## config.mk

```make
export PLATFORM = sky130hd
export DESIGN_NAME = wts_bus_bridge
export DESIGN_NICKNAME = d
export VERILOG_FILES = /design/src/rtl/wts_bus_pkg.sv /design/src/rtl/wts_sync_filter.sv /design/src/rtl/wts_bus_bridge.sv
export SDC_FILE = /design/constraint.sdc
export NUM_CORES = 1
export LEC_CHECK = 0
export BUFFER_PORTS_ARGS = -buffer_cell sky130_fd_sc_hd__buf_2
export CAP_MARGIN = 20
export CORE_MARGIN = 2
export CORE_UTILIZATION = 52
export CTS_CLUSTER_DIAMETER = 60
export CTS_CLUSTER_SIZE = 24
export DETAILED_ROUTE_END_ITERATION = 8
export PLACE_DENSITY_LB_ADDON = 0.2
export SLEW_MARGIN = 20
export SYNTH_ARGS = -nofsm -noshare
export SYNTH_HDL_FRONTEND = slang
export SYNTH_SLANG_ARGS = --single-unit
```

## constraint.sdc

```tcl
create_clock -name clk -period 1.8 [get_ports clk]
set_input_delay 0.09 -clock clk [delete_from_list [all_inputs] [get_ports clk]]
set_output_delay 0.09 -clock clk [all_outputs]
set_load 0.005 [all_outputs]
```

## src/rtl/wts_bus_pkg.sv

```systemverilog
// Shared FSM state type, parameter range limits and a clamp helper for the
// WTS slot bus bridge.
package wts_bus_pkg;

    typedef enum logic [1:0] {
        IDLE      = 2'd0,
        WRITE     = 2'd1,
        READ_WAIT = 2'd2,
        READ_HOLD = 2'd3
    } bus_state_e;

    localparam int SYNC_STAGES_MIN = 2;
    localparam int SYNC_STAGES_MAX = 4;
    localparam int FILTER_LEN_MIN  = 1;
    localparam int FILTER_LEN_MAX  = 4;

    // Wide enough for both the filter run counter and the sync flush counter.
    localparam int CNT_W = 3;

    function automatic int clamp_int(input int v, input int lo, input int hi);
        if (v < lo) return lo;
        if (v > hi) return hi;
        return v;
    endfunction

endpackage

```

## src/rtl/wts_sync_filter.sv

```systemverilog
// Synchroniser plus run-length glitch filter for one active-low slot strobe.
// Outputs the filtered level and a one-cycle pulse when it falls.
module wts_sync_filter
    import wts_bus_pkg::*;
#(
    parameter int SYNC_STAGES = 2,
    parameter int FILTER_LEN  = 1
) (
    input  logic clk,
    input  logic nreset,
    input  logic raw,
    output logic level,
    output logic fall
);

    localparam int SYNC_N = clamp_int(SYNC_STAGES, SYNC_STAGES_MIN, SYNC_STAGES_MAX);
    localparam int FILT_N = clamp_int(FILTER_LEN, FILTER_LEN_MIN, FILTER_LEN_MAX);

    logic [SYNC_N-1:0] sync_q;
    logic [CNT_W-1:0]  cnt_q;
    logic [CNT_W-1:0]  flush_q;
    logic              armed_q;
    logic              level_q;
    logic              fall_q;
    logic              sync_out;
    logic              differ;
    logic              change;

    assign sync_out = sync_q[SYNC_N-1];
    assign differ   = (sync_out != level_q);
    assign change   = differ && (cnt_q == CNT_W'(FILT_N - 1));

    always_ff @(posedge clk) begin
        if (!nreset) begin
            sync_q  <= '1;
            cnt_q   <= '0;
            flush_q <= '0;
            armed_q <= 1'b0;
            level_q <= 1'b1;
            fall_q  <= 1'b0;
        end else begin
            sync_q <= {sync_q[SYNC_N-2:0], raw};

            // Falls are only reported once the strobe has been seen high after
            // reset, so a strobe held low across reset release is ignored.
            if (flush_q != CNT_W'(SYNC_N)) begin
                flush_q <= flush_q + CNT_W'(1);
            end else if (sync_out) begin
                armed_q <= 1'b1;
            end

            if (change) begin
                level_q <= sync_out;
                cnt_q   <= '0;
            end else if (differ) begin
                cnt_q <= cnt_q + CNT_W'(1);
            end else begin
                cnt_q <= '0;
            end

            fall_q <= change & level_q & armed_q;
        end
    end

    assign level = level_q;
    assign fall  = fall_q;

endmodule

```

## src/rtl/wts_bus_bridge.sv

```systemverilog
// MSX cartridge slot front-end for wts_core: strobe conditioning, request FSM,
// read hold register and registered audio mixer (mixer enabled by WTS_MONO_MIX_EN).
module wts_bus_bridge
    import wts_bus_pkg::*;
#(
    parameter int ADDR_W      = 16,
    parameter int DATA_W      = 8,
    parameter int SAMPLE_W    = 12,
    parameter int SYNC_STAGES = 2,
    parameter int FILTER_LEN  = 1
) (
    input  logic                clk,
    input  logic                nreset,
    input  logic                slot_nsltsl,
    input  logic                slot_nrd,
    input  logic                slot_nwr,
    input  logic [ADDR_W-1:0]   slot_a,
    input  logic [DATA_W-1:0]   slot_d_in,
    output logic [DATA_W-1:0]   slot_d_out,
    output logic                slot_d_oe,
    output logic                wrreq,
    output logic                rdreq,
    output logic                wr_active,
    output logic                rd_active,
    output logic [ADDR_W-1:0]   bus_a,
    output logic [DATA_W-1:0]   bus_d,
    input  logic [DATA_W-1:0]   core_q,
    input  logic                sw_mono,
    input  logic [SAMPLE_W-1:0] core_left,
    input  logic [SAMPLE_W-1:0] core_right,
    output logic [SAMPLE_W-1:0] left_out,
    output logic [SAMPLE_W-1:0] right_out,
    output logic [1:0]          dbg_state
);

    bus_state_e state_q, state_d;
    logic       sltsl_lvl, sltsl_fall;
    logic       nrd_lvl, nrd_fall;
    logic       nwr_lvl, nwr_fall;
    logic       load_rd;
    logic       unused_sltsl_fall;

    wts_sync_filter #(.SYNC_STAGES(SYNC_STAGES), .FILTER_LEN(FILTER_LEN)) u_sltsl (
        .clk(clk), .nreset(nreset), .raw(slot_nsltsl), .level(sltsl_lvl), .fall(sltsl_fall)
    );
    wts_sync_filter #(.SYNC_STAGES(SYNC_STAGES), .FILTER_LEN(FILTER_LEN)) u_nrd (
        .clk(clk), .nreset(nreset), .raw(slot_nrd), .level(nrd_lvl), .fall(nrd_fall)
    );
    wts_sync_filter #(.SYNC_STAGES(SYNC_STAGES), .FILTER_LEN(FILTER_LEN)) u_nwr (
        .clk(clk), .nreset(nreset), .raw(slot_nwr), .level(nwr_lvl), .fall(nwr_fall)
    );

    assign unused_sltsl_fall = sltsl_fall;

    // Request protocol: wrreq/rdreq are single-cycle pulses with no back-pressure;
    // bus_a/bus_d are stable during the pulse and stay frozen until IDLE returns,
    // and core_q must be valid the cycle after rdreq.
    always_comb begin
        state_d = state_q;
        wrreq   = 1'b0;
        rdreq   = 1'b0;
        load_rd = 1'b0;
        case (state_q)
            IDLE: begin
                if (nwr_fall && !sltsl_lvl) begin
                    wrreq   = 1'b1;
                    state_d = WRITE;
                end else if (nrd_fall && !sltsl_lvl) begin
                    rdreq   = 1'b1;
                    state_d = READ_WAIT;
                end
            end
            WRITE: begin
                if (nwr_lvl) state_d = IDLE;
            end
            READ_WAIT: begin
                load_rd = 1'b1;
                state_d = READ_HOLD;
            end
            READ_HOLD: begin
                if (nrd_lvl) state_d = IDLE;
            end
            default: state_d = IDLE;
        endcase
    end

    always_ff @(posedge clk) begin
        if (!nreset) begin
            state_q    <= IDLE;
            bus_a      <= '0;
            bus_d      <= '0;
            slot_d_out <= '0;
        end else begin
            state_q <= state_d;
            // Track the pins while idle so the request pulse already sees its address/data.
            if (state_q == IDLE && !wrreq && !rdreq) begin
                bus_a <= slot_a;
                bus_d <= slot_d_in;
            end
            if (load_rd) slot_d_out <= core_q;
        end
    end

    assign wr_active = (state_q == WRITE);
    assign rd_active = (state_q == READ_WAIT) || (state_q == READ_HOLD);
    assign slot_d_oe = (state_q == READ_HOLD) & ~slot_nrd & ~slot_nsltsl;
    assign dbg_state = state_q;

`ifdef WTS_MONO_MIX_EN
    logic [SAMPLE_W:0]   mix_sum;
    logic [SAMPLE_W-1:0] mono;

    assign mix_sum = {1'b0, core_left} + {1'b0, core_right};
    assign mono    = mix_sum[SAMPLE_W:1];

    always_ff @(posedge clk) begin
        if (!nreset) begin
            left_out  <= '0;
            right_out <= '0;
        end else begin
            left_out  <= sw_mono ? mono : core_left;
            right_out <= sw_mono ? mono : core_right;
        end
    end
`else
    logic unused_sw_mono;
    assign unused_sw_mono = sw_mono;

    always_ff @(posedge clk) begin
        if (!nreset) begin
            left_out  <= '0;
            right_out <= '0;
        end else begin
            left_out  <= core_left;
            right_out <= core_right;
        end
    end
`endif

endmodule
```

==> results of run 1 <==
==> cell usage after synthesis <==
| library cell | count | area [sq um] |
|---|---|---|
| sky130_fd_sc_hd__nand2_1 | 55 | 206 |
| sky130_fd_sc_hd__inv_1 | 12 | 45.0 |
| sky130_fd_sc_hd__nand4b_1 | 1 | 8.76 |
| sky130_fd_sc_hd__xnor2_1 | 2 | 17.5 |
| sky130_fd_sc_hd__buf_12 | 2 | 40.0 |
| sky130_fd_sc_hd__mux2i_1 | 38 | 380 |
| sky130_fd_sc_hd__a21oi_1 | 4 | 20.0 |
| sky130_fd_sc_hd__a211oi_1 | 3 | 22.5 |
| sky130_fd_sc_hd__o21a_1 | 1 | 7.51 |
| sky130_fd_sc_hd__and2_1 | 24 | 150 |
| sky130_fd_sc_hd__nor4_1 | 1 | 6.26 |
| sky130_fd_sc_hd__nand3b_1 | 1 | 7.51 |
| sky130_fd_sc_hd__a221oi_1 | 1 | 8.76 |
| sky130_fd_sc_hd__nand2b_1 | 12 | 75.1 |
| sky130_fd_sc_hd__clkbuf_1 | 8 | 30.0 |
| sky130_fd_sc_hd__nor2_2 | 1 | 6.26 |
| sky130_fd_sc_hd__buf_2 | 5 | 25.0 |
| sky130_fd_sc_hd__buf_6 | 1 | 11.3 |
| sky130_fd_sc_hd__ha_1 | 10 | 125 |
| sky130_fd_sc_hd__dfxtp_1 | 86 | 1720 |
| sky130_fd_sc_hd__mux2_2 | 1 | 11.3 |
| sky130_fd_sc_hd__xor2_1 | 3 | 26.3 |
| sky130_fd_sc_hd__clkinv_1 | 1 | 3.75 |
| sky130_fd_sc_hd__nor2b_1 | 5 | 31.3 |
| sky130_fd_sc_hd__buf_4 | 1 | 7.51 |
| sky130_fd_sc_hd__nor3b_1 | 4 | 30.0 |
| sky130_fd_sc_hd__nor3_1 | 3 | 15.0 |
| sky130_fd_sc_hd__o21ba_2 | 1 | 10.0 |
| sky130_fd_sc_hd__and2b_1 | 1 | 7.51 |
| sky130_fd_sc_hd__nand3_1 | 2 | 10.0 |
| sky130_fd_sc_hd__nor2_1 | 28 | 105 |
==> logic make-up after synthesis <==
logic type	synth area share, %
flops	54.3
simple gates	20.8
compound gates	2.17
buf+inv	5.13
xor+xnor	1.38
mux	12.3
fa+ha+maj	3.94
==> power breakdown <==
part | internal (mW) | total, mW | switching [mW]
clock | 0.534 | 1.18 | 0.650
sequential | 2.04 | 2.11 | 0.0727
combinational | 0.321 | 0.564 | 0.242
==> registers in the layout, summed over array words and instances (netlist names) <==
signal and count:
u_nrd.armed_q 1, u_nrd.flush_q 3, u_nwr.level 1, u_nwr.cnt_q 3, dbg_state 2, u_nwr.armed_q 1, u_sltsl.cnt_q 3, u_nrd.cnt_q 3
slot_d_out 8, u_nrd.fall 1, right_out 12, u_nwr.flush_q 3, u_nrd.sync_q 2, u_sltsl.sync_q 2, left_out 12, u_nrd.level 1
u_nwr.sync_q 2, u_nwr.fall 1, bus_d 8, u_sltsl.level 1, bus_a 16
==> per-layer routing <==
metal	routed length, microns	part of all wire (%)
met5	0	0
met4	165	2.3
met3	413	5.6
met2	4000	55
met1	2740	37
==> layout make-up <==
class | count | area share [%]
Sequential cell | 86 | 37.7
Multi-Input combinational cell | 202 | 28.3
Timing Repair Buffer | 185 | 27.2
Clock buffer | 12 | 3.18
Tap cell | 75 | 2.06
Inverter | 13 | 1.07
Clock inverter | 4 | 0.494
==> worst reg2reg max path, delay by kind of cell, from the launching register on <==
family / cells / cell delay, ns
flops: 1 / 0.52
simple gates: 2 / 0.52
mux: 1 / 0.28
==> placed cells by master, fill, tap and decap left out, types with 4 or more instances in the layout <==
cell / n
sky130_fd_sc_hd__dfxtp_1: 86
sky130_fd_sc_hd__nand2_1: 55
sky130_fd_sc_hd__buf_2: 123
sky130_fd_sc_hd__nor3b_1: 4
sky130_fd_sc_hd__and2_1: 24
sky130_fd_sc_hd__mux2i_1: 38
sky130_fd_sc_hd__nand2b_1: 12
sky130_fd_sc_hd__nor2b_1: 5
sky130_fd_sc_hd__dlygate4sd3_1: 59
sky130_fd_sc_hd__ha_1: 10
sky130_fd_sc_hd__clkbuf_8: 10
sky130_fd_sc_hd__nor2_1: 28
sky130_fd_sc_hd__inv_1: 12
sky130_fd_sc_hd__a21oi_1: 4
==> worst max path at each step <==
stage | end | start | cells past startpoint | slack [ns]
finish | slot_d_out[2] | dbg_state[1] | 3 | 0.35
global route | slot_d_out[1] | dbg_state[1] | 3 | 0.23
CTS | slot_d_out[5] | dbg_state[1] | 3 | 0.36
detailed placement | slot_d_out[5] | dbg_state[1] | 3 | 0.39
global placement | slot_d_out[0] | dbg_state[1] | 3 | 0.43
floorplan | bus_a[0] | dbg_state[1] | 6 | 0.62
==> what timing repair did <==
| action | 4_1_cts | 5_1_grt |
|---|---|---|
| hold buffers | 59 | 0 |
| gates resized for setup | 0 | 0 |
| buffers inserted | 0 | 0 |
| hold endpoints to repair | 59 | 0 |
==> metrics.cfg, run 1 <==
[sta]
hold_slack_ns=0.173
period_share_pct=80.4
number_of_hold_violations_in_the_final_report=0
grt_setup_unrepaired=no
min_period_ns=1.45
final_max_slew_viol_count=0
fin_tns_setup_ns=0
timing_worst_slew_pin_value_ns=0.544
fmax_mhz=691
maxSlewHeadroom_pct=63.8
setup_slack_ns=0.352
fin_skew_ns=0.00929
final_setup_violation_count=0

[global_routing]
grt_first_pass_wirelength_microns=11100
largest_net_degree_at_the_start_of_global_routing=62
number_of_global_route_vias_before_repair=2666
grtUsageTotal_pct=22.2
global_route.usage.met1_pct=20.9
grt.busiest_layer=met2
global_route.usage.met3_pct=6.20
initial_antenna_violation_count=0
remaining_overflow_grt=0
grtUsageMet2_pct=42.7

[placed_design]
dpl.cell_count=502
place_worst_setup_slack_ns=0.392
place.gp.congestion=0.710
postPlaceCellArea_sq_um=3800
place.detailed.hpwl_microns=4100
numPortBuffers=123

[detailed_routing]
detailroute.via_count=2686
drt_pre_antenna_iters=4
detail_route.iter0.violations=52
wire_per_inst_microns=12.7
wl_microns=7320
antenna_violating_nets_post_route=0
routed_via_density=4.66
drc=0

[finish]
num-fill-cells=420
final-instance-count-excl-fill=577
finalInstanceArea_sq_um=4560
multiInputGateArea_sq_um=1290
antenna-diode-count=0
syn_to_final_growth_pct=43.8
final_layout_size_suffix_gt1_share_pct=28.5
finalCoreUtilization_pct=77.0
layout.area.seq_sq_um=1720
design.final.nets=569

[setup_path]
worst_r2r_endpoint=slot_d_out[2]
timing.rr.start=dbg_state[1]
cp_slowest_stage_delay_ns=0.52
critical_path.top_delay_family=flip-flops
buffer_and_inverter_count_on_the_worst_path=0
worstSetupEndpointType=flop
worst-path-max-fanout=11
crit_arrival_ns=1.67
r2r_depth=3
rrSetupSlack_ns=0.35
crit_path_start_kind=flop
crit_slowest_cell=sky130_fd_sc_hd__dfxtp_1
critical_path.cell_chain=and2b_1 -> mux2i_1 -> nor2_1
criticalPathCategory=reg2reg
worst-endpoint-required_ns=2.02

[clock_network]
cts_made_buffers=9
cts_max_path_buffers=2
tritoncts_clock_tree=done
clock_transition_at_path_regs_ns=0.08
htreeDepth=3
cts.sinks=86
worstSkewPairLatency_ns=0.35
cts_root_buffer=sky130_fd_sc_hd__clkbuf_8

[worst_hold_path]
hold_class=in2reg
min_delay_worst_endpoint=u_nrd.level
holdPathStages=3
holdCritStartpoint=nreset

[floorplanning]
coreArea_sq_um=5920
design.portCount=125
floorplan.die.width_microns=82.1
initial_core_util_pct=53.6
rows=28
fp.dieH_microns=82.1
floorplan.die_area_sq_um=6740

[power]
p_leak_nw=2.27
power.ir.vdd_worst_mv=0.646
p_per_area_nw_per_um2=845
report.power.total_mw=3.86

[synthesis]
synthesis.area_per_instance_sq_um=9.98
syn-num-nets=390
ys_seq_elements=86
ys.warnings.count=0
netlist_instances=318
yosys.cell_types.count=31
synth.cell_area_sq_um=3170
seq_total_area_yosys_pct=54.3

[job]
max_cap_viol_count=0

[run_status]
status=completed

Power figures use the tool's default switching activity.
==> run 2, diff against run 1 <==
Settings changed: CORE_UTILIZATION 52 to 43.
Clock period 1.8 ns to 1.3 ns, I/O delays scaled along.
==> run 2 against run 1 <==
Design area rose by 3.0%. Largest power group unchanged. Combinational power increased by 38%. Sequential power is 38% higher. Register-to-register slack worse by 0.23 ns.
==> metrics.cfg, run 2 (synthesized netlist as in run 1, its figures left out) <==
[detailed_routing]
drt_pre_antenna_iters=4  ; unchanged
detailroute.via_count=2661  ; -0.93%
antenna_violating_nets_post_route=0  ; unchanged
wire_per_inst_microns=11.2  ; -12%
routed_via_density=4.41  ; -5.4%
wl_microns=6750  ; -7.7%
detail_route.iter0.violations=71  ; +37%
drc=0  ; unchanged

[sta]
period_share_pct=93.0
final_max_slew_viol_count=0  ; unchanged
grt_setup_unrepaired=no
maxSlewHeadroom_pct=75.0  ; +11 points
final_setup_violation_count=0  ; unchanged
fin_tns_setup_ns=0  ; unchanged
fin_skew_ns=0.0128  ; +0.00355 ns
fmax_mhz=827
min_period_ns=1.21
timing_worst_slew_pin_value_ns=0.373  ; -0.171 ns
number_of_hold_violations_in_the_final_report=0  ; unchanged
setup_slack_ns=0.0905  ; -0.262 ns

[setup_path]
timing.rr.start=dbg_state[1]
rrSetupSlack_ns=0.12  ; -0.23 ns
r2r_depth=4  ; +1
worst-endpoint-required_ns=1.24  ; -0.78 ns
worst_r2r_endpoint=bus_a[8]
worst-path-max-fanout=5  ; -6
criticalPathCategory=reg2out
crit_path_start_kind=flop
crit_arrival_ns=1.14  ; -0.53 ns
worstSetupEndpointType=primary output
cp-startpoint=dbg_state[0]

[power]
p_per_area_nw_per_um2=1150  ; +36%
p_leak_nw=2.32  ; +2.1%
report.power.total_mw=5.42  ; +40%
power.ir.vdd_worst_mv=0.876  ; +36%

[finish]
final_cell_mix=sky130_fd_sc_hd__buf_2, sky130_fd_sc_hd__dfxtp_1, sky130_fd_sc_hd__dlygate4sd3_1, sky130_fd_sc_hd__nand2_1, sky130_fd_sc_hd__mux2i_1
num-fill-cells=603  ; +44%
largest_reg_flops=16  ; unchanged
final_layout_size_suffix_gt1_share_pct=30.5  ; +2.0 points
largestRegisters=bus_a: 16 flops, left_out: 12 flops, right_out: 12 flops
syn_to_final_growth_pct=48.1
final_common_cell=sky130_fd_sc_hd__buf_2
antenna-diode-count=0  ; unchanged
design.final.nets=572  ; +0.53%
regMostFlops=bus_a
finalInstanceArea_sq_um=4700  ; +3.0%

[worst_hold_path]
hold_class=in2reg
holdPathStages=3  ; unchanged
holdCritStartpoint=nreset
min_delay_worst_endpoint=u_nrd.level

[floorplanning]
design.portCount=125  ; unchanged
floorplan.die.width_microns=89.9  ; +9.5%
fp.dieH_microns=89.9  ; +9.5%
initial_core_util_pct=44.0  ; -9.6 points
floorplan.die_area_sq_um=8080  ; +20%
rows=31  ; +11%
coreArea_sq_um=7210  ; +22%

[clock_network]
cts_max_path_buffers=2  ; unchanged
tritoncts_clock_tree=done
cts.sinks=86  ; unchanged
worstSkewPairLatency_ns=0.34  ; about the same
cts_root_buffer=sky130_fd_sc_hd__clkbuf_8
htreeDepth=3  ; unchanged
clock_transition_at_path_regs_ns=0.08  ; about the same
cts_made_buffers=9  ; unchanged

[placed_design]
postPlaceCellArea_sq_um=3880  ; +2.0%
place_worst_setup_slack_ns=0.0723  ; -0.320 ns
place.detailed.hpwl_microns=4170  ; +1.8%
place.gp.congestion=0.693  ; -2.4%
numPortBuffers=123  ; unchanged

[global_routing]
grtUsageTotal_pct=16.6  ; -5.6 points
initial_antenna_violation_count=0  ; unchanged
remaining_overflow_grt=0  ; unchanged
grt_first_pass_wirelength_microns=11200  ; +1.2%
number_of_global_route_vias_before_repair=2709  ; +1.6%
largest_net_degree_at_the_start_of_global_routing=89  ; +44%

[run_status]
status=completed

[job]
max_cap_viol_count=0  ; unchanged

==> run 2: changes by cell type in the layout (fill, tap and decap cells not counted), sizes merged <==
cell    before  now
clkinv       4    3
clkbuf      12   13
buf        126  129
==> run 2: critical path, cell delays in order, from the launching register on <==
cell and delay, ns:
sky130_fd_sc_hd__dfxtp_4 0.38, sky130_fd_sc_hd__buf_4 0.14, sky130_fd_sc_hd__nor2b_1 0.16, sky130_fd_sc_hd__buf_2 0.13
==> run 2: cell type report <==
type                       instances  area, sq um  share of cell area (%)
sequential                        86         1730                    36.9
timing repair buffer             188         1290                    27.4
multi-input combinational        202         1320                    28.1
clock inverter                     3         17.5                   0.373
clock buffer                      13          169                    3.59
inverter                          13         48.8                    1.04
tap                               99          124                    2.64
==> run 2: worst max path at each step <==
stage	endpoint	depth (start not counted)
floorplan	bus_a[0]	6
global placement	u_nrd.level	5
detailed placement	u_nrd.level	5
CTS	rdreq	3
global route	slot_d_oe	4
finish	wr_active	3
==> run 2: metal layers <==
layer	up-vias	GRT usage (%)	share of wire, %
li1	1369	-	-
met1	1208	18.0	42
met5	-	0	0
met2	74	31.0	51
met4	0	7.05	1.8
met3	10	3.77	5.1
==> run 2: per-stage QoR <==
stage / utilization, % / hold slack, ns / std cells
floorplan: - / 0.164 / 318
global placement: 53.8 / 0.252 / 529
detailed placement: 53.8 / 0.254 / 529
CTS: 64.9 / 0.171 / 605
global route: 65.1 / 0.197 / 604
finish: 65.1 / 0.182 / 604
==> run 2: power breakdown <==
part	total, mW	switching [mW]	internal (mW)
Clock	1.73	0.884	0.847
Sequential	2.91	0.0962	2.81
Combinational	0.776	0.325	0.451
==> run 2: what timing repair did <==
action | 4_1_cts | 5_1_grt
resized for setup | 5 | 6
buffers inserted | 1 | 0
endpoints found under the hold margin | 59 | 0
pin swaps | 1 | 1
hold buffers | 59 | 0
endpoints found under the setup margin | 2 | 4
==> run 3, diff against run 2 <==
Settings changed: CELL_PAD_IN_SITES_DETAIL_PLACEMENT set to 2, CELL_PAD_IN_SITES_GLOBAL_PLACEMENT set to 2, CORE_UTILIZATION 43 to 25.
==> run 3 against run 2 <==
Routed wire length up 35%. Worst hold slack worse by 0.044 ns. Non-clock buffer count increased by 5. Clock skew is 0.0062 ns lower. Clock power up 60%. Sequential share of layout area is 2.2 points lower. Via count is 5.7% higher. Critical endpoint is now wrreq. Sequential cell count unchanged.
==> metrics.cfg, run 3 (synthesized netlist as in run 1, its figures left out) <==
[finish]
regMostFlops=bus_a
antenna-diode-count=0  ; unchanged
largest_reg_flops=16  ; unchanged
design.final.nets=577  ; +0.87%
final-instance-count-excl-fill=682  ; +13%
syn_to_final_growth_pct=57.5
finalCoreUtilization_pct=39.9  ; -25 points
largestRegisters=bus_a: 16 flops, left_out: 12 flops, right_out: 12 flops
final_layout_size_suffix_gt1_share_pct=31.4  ; +0.88 points
num-fill-cells=1393  ; +130%
final_common_cell=sky130_fd_sc_hd__buf_2
final_cell_mix=sky130_fd_sc_hd__buf_2, sky130_fd_sc_hd__dfxtp_1, sky130_fd_sc_hd__dlygate4sd3_1, sky130_fd_sc_hd__nand2_1, sky130_fd_sc_hd__mux2i_1

[detailed_routing]
detail_route.iter0.violations=89  ; +25%
wire_per_inst_microns=13.4  ; +20%
drt_pre_antenna_iters=4  ; unchanged
wl_microns=9150  ; +35%
drc=0  ; unchanged
routed_via_density=4.12  ; -6.4%
detailroute.via_count=2812  ; +5.7%
antenna_violating_nets_post_route=0  ; unchanged

[sta]
final_setup_violation_count=0  ; unchanged
number_of_hold_violations_in_the_final_report=0  ; unchanged
maxSlewHeadroom_pct=80.3  ; +5.3 points
final_max_slew_viol_count=0  ; unchanged
period_share_pct=95.2  ; +2.1 points
timing_worst_slew_pin_value_ns=0.296  ; -0.0774 ns
fmax_mhz=808  ; -2.3%
min_period_ns=1.24  ; +0.0279 ns
fin_skew_ns=0.00666  ; -0.00617 ns
grt_setup_unrepaired=yes

[setup_path]
worst-path-max-fanout=6  ; +1
criticalPathCategory=reg2out
crit_path_start_kind=flop
rrSetupSlack_ns=0.09  ; -0.03 ns
worst-endpoint-required_ns=1.24  ; about the same
critical_path.cell_chain=buf_4 -> nor3_2 -> buf_2
r2r_depth=5  ; +1
endpoint=wrreq
worstSetupEndpointType=primary output
crit_slowest_cell=sky130_fd_sc_hd__dfxtp_4
cp-startpoint=dbg_state[0]
worst_r2r_endpoint=slot_d_out[7]
timing.rr.start=dbg_state[1]
crit_arrival_ns=1.17  ; +0.03 ns
cp_slowest_stage_delay_ns=0.37  ; about the same

[worst_hold_path]
hold_class=in2reg

[power]
p_per_area_nw_per_um2=1300  ; +13%
p_leak_nw=2.43  ; +4.6%
power.ir.vdd_worst_mv=0.688  ; -21%

[run_status]
status=completed

[floorplanning]
floorplan.die.width_microns=117  ; +30%
initial_core_util_pct=25.3  ; -19 points
coreArea_sq_um=12500  ; +73%
design.portCount=125  ; unchanged
fp.dieH_microns=117  ; +30%
rows=41  ; +32%
floorplan.die_area_sq_um=13600  ; +68%

[placed_design]
place.gp.congestion=0.700  ; +0.97%
numPortBuffers=123  ; unchanged
dpl.cell_count=604  ; +14%
place.detailed.hpwl_microns=5950  ; +43%

[global_routing]
remaining_overflow_grt=0  ; unchanged
grt_first_pass_wirelength_microns=14700  ; +31%
largest_net_degree_at_the_start_of_global_routing=53  ; -40%
number_of_global_route_vias_before_repair=3073  ; +13%
initial_antenna_violation_count=0  ; unchanged
grtUsageTotal_pct=14.2  ; -2.4 points

[clock_network]
clock_transition_at_path_regs_ns=0.06  ; -0.02 ns
tritoncts_clock_tree=done
htreeDepth=3  ; unchanged
cts_made_buffers=9  ; unchanged
worstSkewPairLatency_ns=0.34  ; about the same
cts_root_buffer=sky130_fd_sc_hd__clkbuf_16
cts_max_path_buffers=2  ; unchanged
cts.sinks=86  ; unchanged

[job]
max_cap_viol_count=0  ; unchanged

-- run 3: power by group --
part           switching, mW  total (mW)  internal, mW  leakage (nW)
combinational          0.348       0.805         0.457          1.57
sequential             0.107        2.93          2.82         0.712
clock                   1.02        2.76          1.74         0.150
-- run 3: per-stage QoR --
stage	setup TNS (ns)	power [mW]	hold slack, ns	setup slack (ns)	instance area (sq um)
floorplan	0	3.37	0.164	0.121	3170
global placement	0	3.61	0.267	0.0977	3990
detailed placement	0	3.65	0.259	0.00652	3990
CTS	-0.0114	6.63	0.128	-0.00580	4930
global route	-0.0378	6.89	0.159	-0.0194	5000
finish	0	6.49	0.138	0.0626	5000
-- run 3: layout make-up --
cell class / count / area (sq um) / area share [%]
timing repair buffer: 193 / 1350 / 27.0
inverter: 13 / 48.8 / 0.977
tap: 172 / 215 / 4.31
sequential: 86 / 1730 / 34.6
multi-input combinational: 202 / 1330 / 26.7
clock buffer: 13 / 250 / 5.01
clock inverter: 3 / 67.6 / 1.35
-- run 3: worst min-delay path by stage --
stage,from,to,cells after the start
floorplan,slot_nsltsl,slot_d_oe,1
global placement,slot_nwr,u_nwr.sync_q[0],2
detailed placement,slot_nwr,u_nwr.sync_q[0],2
CTS,nreset,u_nrd.level,3
global route,nreset,u_nrd.sync_q[0],3
finish,nreset,u_sltsl.level,3
-- run 3: timing repair --
item	in CTS	in global routing
buffers inserted	0	2
gates resized for setup	9	6
hold buffers	59	0
cloned	0	1
endpoints found under the hold margin	59	0
setup endpoints to repair	5	4
-- run 3: metal layers --
layer	global-route usage, %	wire length (microns)
met4	4.78	141
met3	6.69	708
met1	14.6	3650
met2	25.5	4650
met5	0	0
-- run 3: worst max-delay path: cells and delay by family, from the launching register on --
family / cells / cell delay [ns]
buffers and inverters: 2 / 0.28
flip-flops: 1 / 0.37
AND/OR/NAND/NOR: 1 / 0.18
